<file path="src/rtl/mem_arbiter.sv">
`default_nettype none
// ---------------------------------------------------------------------------
// mem_arbiter : two-requester (fetch / data) sequencer for one 64-bit memory port
// Revision    : 1.0
// ---------------------------------------------------------------------------
module mem_arbiter #(
  parameter int STARVE_LIMIT = 4
) (
  input  logic        i_clk,
  input  logic        i_rst,

  input  logic        i_if_req,
  input  logic [63:0] i_if_addr,
  output logic        o_if_gnt,
  output logic        o_if_valid,
  output logic [31:0] o_if_rdata,

  input  logic        i_d_req,
  input  logic [63:0] i_d_addr,
  input  logic [7:0]  i_d_rmask,
  input  logic [7:0]  i_d_wmask,
  input  logic [63:0] i_d_wdata,
  output logic        o_d_gnt,
  output logic        o_d_valid,
  output logic [63:0] o_d_rdata,

  output logic        o_mem_req,
  output logic [63:0] o_mem_addr,
  output logic [7:0]  o_mem_rmask,
  output logic [7:0]  o_mem_wmask,
  output logic [63:0] o_mem_wdata,
  input  logic        i_mem_ready,
  input  logic        i_mem_valid,
  input  logic [63:0] i_mem_rdata,

  output logic        o_busy
);

  localparam int CNT_W = $clog2(STARVE_LIMIT + 1);
  localparam logic [CNT_W-1:0] c_limit = CNT_W'(STARVE_LIMIT);

  typedef enum logic [1:0] {
    ST_IDLE = 2'd0,
    ST_REQ  = 2'd1,
    ST_WAIT = 2'd2,
    ST_RESP = 2'd3
  } state_t;

  state_t           r_state;
  state_t           w_next;
  logic [CNT_W-1:0] r_starve_cnt;
  logic             r_owner_d;
  logic             r_word_hi;
  logic             w_grant_if;
  logic             w_grant_d;
  logic             w_unused_addr_lsb;

  assign w_unused_addr_lsb = ^i_if_addr[1:0];

  // Data wins unless fetch has been passed over STARVE_LIMIT times in a row.
  always_comb begin
    w_grant_if = 1'b0;
    w_grant_d  = 1'b0;
    if (r_state == ST_IDLE) begin
      w_grant_if = i_if_req && (!i_d_req || (r_starve_cnt == c_limit));
      w_grant_d  = i_d_req && !w_grant_if;
    end
  end

  always_comb begin
    w_next = r_state;
    case (r_state)
      ST_IDLE: if (w_grant_if || w_grant_d) w_next = ST_REQ;
      ST_REQ:  if (i_mem_ready)             w_next = ST_WAIT;
      ST_WAIT: if (i_mem_valid)             w_next = ST_RESP;
      ST_RESP:                              w_next = ST_IDLE;
      default:                              w_next = ST_IDLE;
    endcase
  end

  always_ff @(posedge i_clk) begin
    if (i_rst) r_state <= ST_IDLE;
    else       r_state <= w_next;
  end

  always_ff @(posedge i_clk) begin
    if (i_rst) begin
      r_starve_cnt <= '0;
      r_owner_d    <= 1'b0;
      r_word_hi    <= 1'b0;
      o_if_gnt     <= 1'b0;
      o_d_gnt      <= 1'b0;
      o_if_valid   <= 1'b0;
      o_d_valid    <= 1'b0;
      o_if_rdata   <= '0;
      o_d_rdata    <= '0;
      o_mem_addr   <= '0;
      o_mem_rmask  <= '0;
      o_mem_wmask  <= '0;
      o_mem_wdata  <= '0;
    end else begin
      o_if_gnt   <= 1'b0;
      o_d_gnt    <= 1'b0;
      o_if_valid <= 1'b0;
      o_d_valid  <= 1'b0;
      case (r_state)
        ST_IDLE: begin
          if (w_grant_if) begin
            o_if_gnt     <= 1'b1;
            r_owner_d    <= 1'b0;
            r_word_hi    <= i_if_addr[2];
            r_starve_cnt <= '0;
            o_mem_addr   <= {i_if_addr[63:3], 3'b000};
            o_mem_rmask  <= i_if_addr[2] ? 8'hF0 : 8'h0F;
            o_mem_wmask  <= 8'h00;
            o_mem_wdata  <= '0;
          end else if (w_grant_d) begin
            o_d_gnt     <= 1'b1;
            r_owner_d   <= 1'b1;
            r_word_hi   <= 1'b0;
            o_mem_addr  <= i_d_addr;
            // A write never reads back, even if the requester left rmask set.
            o_mem_rmask <= (|i_d_wmask) ? 8'h00 : i_d_rmask;
            o_mem_wmask <= i_d_wmask;
            o_mem_wdata <= i_d_wdata;
            if (!i_if_req)
              r_starve_cnt <= '0;
            else if (r_starve_cnt != c_limit)
              r_starve_cnt <= r_starve_cnt + 1'b1;
          end
        end
        ST_WAIT: begin
          if (i_mem_valid) begin
            if (r_owner_d) o_d_rdata  <= i_mem_rdata;
            else           o_if_rdata <= r_word_hi ? i_mem_rdata[63:32] : i_mem_rdata[31:0];
          end
        end
        ST_RESP: begin
          if (r_owner_d) o_d_valid  <= 1'b1;
          else           o_if_valid <= 1'b1;
        end
        default: ;
      endcase
    end
  end

  assign o_mem_req = (r_state == ST_REQ);
  assign o_busy    = (r_state != ST_IDLE);

endmodule
`default_nettype wire

</file>
<file path="config.mk">
export PLATFORM = sky130hd
export DESIGN_NAME = mem_arbiter
export DESIGN_NICKNAME = d
export VERILOG_FILES = /design/src/rtl/mem_arbiter.sv
export SDC_FILE = /design/constraint.sdc
export NUM_CORES = 1
export LEC_CHECK = 0
export ABC_AREA = 1
export CAP_MARGIN = 25
export CORE_AREA = 4 4 200 202
export DETAILED_ROUTE_END_ITERATION = 16
export DIE_AREA = 0 0 204 206
export PLACE_DENSITY = 0.56
export SETUP_SLACK_MARGIN = 0.4
export SLEW_MARGIN = 20
export SYNTH_ARGS = -nofsm -noshare
export SYNTH_HDL_FRONTEND = slang
export SYNTH_SLANG_ARGS = --single-unit
</file>
<file path="constraint.sdc">
create_clock -name i_clk -period 1.75 [get_ports i_clk]
set_input_delay 0.2625 -clock i_clk [delete_from_list [all_inputs] [get_ports i_clk]]
set_output_delay 0.2625 -clock i_clk [all_outputs]
set_load 0.02 [all_outputs]
</file>
==> results of run 1 <==
[worst max-delay path: stages (launching register included)]
cell and delay (ns):
dfxtp_4 0.36, inv_4 0.06, ha_4 0.16, inv_8 0.04, buf_6 0.12, nor2_4 0.17, inv_4 0.09, buf_12 0.16
buf_4 0.15, a21oi_1 0.12, a21oi_1 0.07
[through the flow]
step	hold WS (ns)	area, um2
2_1_floorplan	0.366	10000
3_3_place_gp	0.429	16000
3_5_place_dp	0.434	16000
4_1_cts	0.0659	16700
5_1_grt	0.0754	17700
6_report	0.0843	17700
[sequential cells by signal, indices dropped and copies added, names as in the netlist, 2 cells and up]
signal	cells
o_mem_addr	64
r_state	2
o_if_rdata	32
o_d_rdata	64
o_mem_rmask	8
o_mem_wdata	64
o_mem_wmask	8
r_starve_cnt	3
[placed cells by master (no fill, tap or decap), types with 11 or more instances in the layout]
cell             synthesis  routed
a21oi_1                335     274
clkdlybuf4s50_1          0     274
nand2_1                248     240
dfxtp_1                251     208
buf_4                   12     150
o21ai_0                160     137
inv_1                  113     107
dlygate4sd2_1            0      81
buf_6                    4      65
a21oi_2                  0      59
clkbuf_16                0      46
nor2_1                  45      45
dfxtp_2                  0      41
buf_12                   0      29
o21ai_1                  0      11
clkbuf_1                61      11
[area by class of cell]
type                       count  area [um2]
antenna                        1        2.50
fill                        3849       20600
tap                          518         648
multi-input combinational    816        4190
clock buffer                  47         886
clock inverter                 6        61.3
inverter                     118         473
sequential                   251        5080
timing repair buffer         623        6370
[routing by layer]
metal	track usage, %	vias up	part of all wire, %
li1	-	5333	-
met1	20.0	5012	38
met2	31.8	448	49
met3	6.06	80	9.1
met4	6.60	4	3.9
met5	0	-	0.061
[how the worst min path moves through the flow]
stage,start,to,slack [ns],cells past startpoint
6_report,i_rst,o_d_rdata[56]$_SDFFE_PP0P_,0.08,4
5_1_grt,i_rst,o_if_rdata[24]$_SDFFE_PP0P_,0.08,4
3_3_place_gp,o_d_rdata[1]$_SDFFE_PP0P_,o_d_rdata[1]$_SDFFE_PP0P_,0.43,2
2_1_floorplan,i_d_wdata[63],o_mem_wdata[63]$_SDFFE_PP0P_,0.37,2
3_5_place_dp,o_d_rdata[39]$_SDFFE_PP0P_,o_d_rdata[39]$_SDFFE_PP0P_,0.43,2
4_1_cts,i_rst,o_d_rdata[56]$_SDFFE_PP0P_,0.07,4
[report_power, final]
group          internal, uW  leakage [uW]  switching (uW)  total, uW
sequential             6810       0.00207             609       7420
clock                  3590      0.000462            2530       6120
combinational          4790       0.00487            5450      10200
[timing repair]
action	CTS	global route
gates resized for setup	1026	109
pin swaps	1	14
buffers inserted	1	29
setup endpoints to repair	490	432
gates cloned	0	22
[cell families after synthesis]
group	count (synthesis)	share of synthesized area, %
buffers and inverters	217	9.40
AOI/OAI and AO/OA	495	25.5
xor gates and xnor gates	1	0.0900
DFF	251	51.6
adders and majority gates	6	0.772
and+or+nand+nor	314	12.6
==> results.toml, run 1 <==
[die]
ios = 524
num_rows = 72
dieArea_mm2 = 0.0420
core_mm2 = 0.0383
die_x_um = 204
initial_core_util_pct = 25.4
die-height_um = 206

[timing]
worstMarginPinSlew_ns = 0.452
drv_slew = 0
setup_violations = 0
worst_slack_ns = 0.115
fin_crit_sh_pct = 93.4
hold_violations = 0
period_minus_slack_ns = 1.64
clock.fmax_mhz = 611
relSlewSlack_pct = 69.9
fin_skew_ns = 0.0263
tns_ns = 0
rsz0062_at_grt = "true"

[layout]
finish.utilization_pct = 46.3
final_cells = 2380
nets = 2124
area_growth_pct = 82.1
drive_gt1_share_pct = 24.4

[power]
vdd_drop_max_mv = 0.803
p_total_uw = 23800
p_per_area_mw_per_mm2 = 1340
p_leak_uw = 0.00739

[grt]
grt_max_degree = 88
antenna_found_initial = 3
overflow = 0
grt_first_pass_wirelength_um = 59700
track_usage_pct = 17.9
grt_pass1_vias = 10300

[yosys]
synth_flop_cell = "dfxtp_1"
synth.cell_area_mm2 = 0.00973
synth.most_common_cell = "a21oi_1"
synthTopCellsByArea = "dfxtp_1 52%, a21oi_1 17%, nand2_1 9.6%, o21ai_0 8.2%, inv_1 4.4%"
avgSynthCellArea_um2 = 7.58
yosysTopAreaCell = "dfxtp_1"
synthCells = 1284
ys_ff_latch = 251
ys_warn_count = 0
ys_async_sr_fraction_pct = 0
syn_nets = 1568
yosysSeqAreaShare_pct = 51.6
synth_common_cells = "335 x a21oi_1, 251 x dfxtp_1, 248 x nand2_1, 160 x o21ai_0, 113 x inv_1"
ys_types = 22
synth-edff-count = 0
yosysTopAreaCellShare_pct = 51.6

[clocking]
clockBufferDepth = 3
htreeDepth = 1
clk_pin_slew_ns = 0.06
cts.sinks = 251
cts_buffers = 30
hold_buffers = 0
clock_latency_ns = 0.57
cts_root_buffer = "clkbuf_16"
cts_tree = "done"

[setup_path]
r2r-start = "r_state[0]$_SDFFE_PP0P_"
r2r_cells = 10
cp.required_ns = 2.20
r2r_end = "o_mem_addr[7]$_SDFFE_PP0P_"
cp-startpoint = "r_state[0]$_SDFFE_PP0P_"
cp.arrival_ns = 2.09
worstPathMaxFanout = 16
cp-end-kind = "flip-flop"
critPathLaunchType = "flip-flop"
crit_end = "o_mem_addr[7]$_SDFFE_PP0P_"
r2r_slack_ns = 0.11
crit_type = "reg -> reg"

[detailed_routing]
drc = 0
viasPerCell = 4.57
post_drt_wl_per_cell_um = 18.7
route.vias.total = 10900
drt_iter0_drc = 621
postRouteAntennaNets = 0
drt_wl_total_um = 44500
drtPass1Iterations = 5

[placement]
place_inst = 2274
dp_hpwl_um = 30400
place_ws_ns = -0.0586
port_buffers = 521
gp_congestion = 0.840

[run_status]
status = "completed"

[hold_path]
hp-class = "in -> reg"

[flow_run]
max_cap_viol_count = 0
(Power assumes the default switching activity.)
==> run 2: changes to the inputs <==
--- a/config.mk
+++ b/config.mk
@@ -7,10 +7,10 @@
 export LEC_CHECK = 0
 export ABC_AREA = 1
 export CAP_MARGIN = 25
-export CORE_AREA = 4 4 200 202
+export CORE_AREA = 4 4 205 207
 export DETAILED_ROUTE_END_ITERATION = 16
-export DIE_AREA = 0 0 204 206
-export PLACE_DENSITY = 0.56
+export DIE_AREA = 0 0 209 211
+export PLACE_DENSITY = 0.58
 export SETUP_SLACK_MARGIN = 0.4
 export SLEW_MARGIN = 20
 export SYNTH_ARGS = -nofsm -noshare
==> run 2 against run 1 <==
Net effect: sequential cell count unchanged; critical path depth decreased by 6; final area increased by 1.1%; critical endpoint is now o_busy.
==> results.toml, run 2 (synthesized netlist as in run 1, its figures left out) <==
[run_status]
status = "completed"

[timing]
rsz0062_at_grt = "true"
period_minus_slack_ns = 1.58
hold_violations = 0
whs_ns = 0.0933
drv_slew = 0
relSlewSlack_pct = 63.9
fin_crit_sh_pct = 90.5
fin_skew_ns = 0.0165
clock.fmax_mhz = 632
worstMarginPinSlew_ns = 0.541
tns_ns = 0
setup_violations = 0

[layout]
finish.utilization_pct = 44.4
final_common_cell = "clkdlybuf4s50_1"
fillers = 4108
area_growth_pct = 84.1
diodes = 0
nets = 2113
final_cells = 2378
layout_common_cells = "274 x clkdlybuf4s50_1, 252 x a21oi_1, 215 x dfxtp_1"
multi_input_area_mm2 = 0.00463
drive_gt1_share_pct = 28.6
register_area_mm2 = 0.00507
reg_top3 = "o_d_rdata: 64 flops, o_mem_addr: 64 flops, o_mem_wdata: 64 flops"

[detailed_routing]
route.vias.total = 11000
drt_wl_total_um = 46300
postRouteAntennaNets = 0
post_drt_wl_per_cell_um = 19.5
drt_iter0_drc = 563
drtPass1Iterations = 4
wl_met1_um = 17100
drc = 0
route.met3.wl_um = 4170
viasPerCell = 4.64
top_layer = "met4"
wl_met2_um = 22600

[die]
num_rows = 74
core_mm2 = 0.0404
die-height_um = 211
dieArea_mm2 = 0.0441
initial_core_util_pct = 24.1
ios = 524
die_x_um = 209

[clocking]
clk_pin_slew_ns = 0.06
cts_buffers = 28
cts_tree = "done"
clock_latency_ns = 0.55
hold_buffers = 0
cts.sinks = 251
cts_root_buffer = "clkbuf_16"
clockBufferDepth = 3
htreeDepth = 1

[flow_run]
max_cap_viol_count = 0

[setup_path]
cp.required_ns = 1.49
cp.arrival_ns = 1.32
worstPathMaxFanout = 3
r2r_cells = 11
cp-end-kind = "output pin"
crit_type = "reg -> out"
critPathLaunchType = "flip-flop"

[power]
p_total_uw = 23200
p_leak_uw = 0.00750
p_clk_share_pct = 26.0
p_int_uw = 14600
comb_power_share_pct = 42.0
power.switching_uw = 8630
vdd_drop_max_mv = 0.833
p_per_area_mw_per_mm2 = 1300
seqPwrFrac_pct = 32.1
swShare_pct = 37.1

[grt]
track_usage_pct = 17.3
grt_first_pass_wirelength_um = 61000
overflow = 0
grt_pass1_vias = 10500
grt_max_degree = 88
antenna_found_initial = 0

[hold_path]
hp-class = "in -> reg"
min_path_cells = 4

[placement]
dp_hpwl_um = 30500
gp_congestion = 0.855
port_buffers = 521
place_inst = 2284
[run 2: changes by cell type in the layout (fill, tap and decap cells not counted), sizes merged]
cell / previous run / this run
dlygate4sd2: 81 / 71
clkbuf: 63 / 60
clkinv: 4 / 2
inv: 118 / 116
buf: 251 / 252
bufinv: 1 / 2
diode: 1 / 0
[run 2: final timing paths]
kind	from	end	slack, ns
hold reg to reg	o_d_rdata[46]$_SDFFE_PP0P_	o_d_rdata[46]$_SDFFE_PP0P_	0.44
setup reg to reg	r_starve_cnt[0]$_SDFFE_PP0P_	o_mem_rmask[6]$_SDFFE_PP0P_	0.17
hold / removal	i_rst	o_if_rdata[29]$_SDFFE_PP0P_	0.09
setup / recovery	r_state[0]$_SDFFE_PP0P_	o_busy	0.17
[run 2: what timing repair did]
item                                     CTS  global route
endpoints found under the setup margin   487           421
resized for setup                       1020           256
pin swaps                                  1            43
buffers inserted                           6            15
cloned                                     0            26
[run 2: area by class of cell]
type                            count  share of cell area [%]
Timing Repair Buffer              614                    34.3
Sequential cell                   251                    28.3
Multi-Input combinational cell    816                    25.8
Clock buffer                       44                    4.81
Tap cell                          532                    3.72
Inverter                          118                    2.65
Clock inverter                      3                   0.377
[run 2: power groups by stage]
stage | Clock (uW) | Sequential [uW] | Combinational, uW
CTS | 6250 | 7430 | 8380
finish | 6040 | 7450 | 9760
global route | 6450 | 7570 | 10400
floorplan | 0 | 8530 | 3560
detailed placement | 0 | 7440 | 8520
global placement | 0 | 7420 | 8470
[run 2: metrics by stage]
step	area [um2]	worst slack, ns
3_3_place_gp	15900	-0.172
6_report	17900	0.167
4_1_cts	16500	0.116
3_5_place_dp	15900	-0.193
5_1_grt	17900	0.0871
2_1_floorplan	10000	0.304
[run 2: critical path, cell delays in order, from the launching register on]
cell	delay [ns]
dfxtp_2	0.33
inv_2	0.08
ha_4	0.19
inv_8	0.05
buf_12	0.13
[run 2: per-layer routing]
metal / global-route usage, % / vias up
met2: 29.5 / 493
met5: 0 / -
met1: 19.4 / 5126
li1: - / 5312
met3: 5.76 / 99
met4: 8.60 / 0
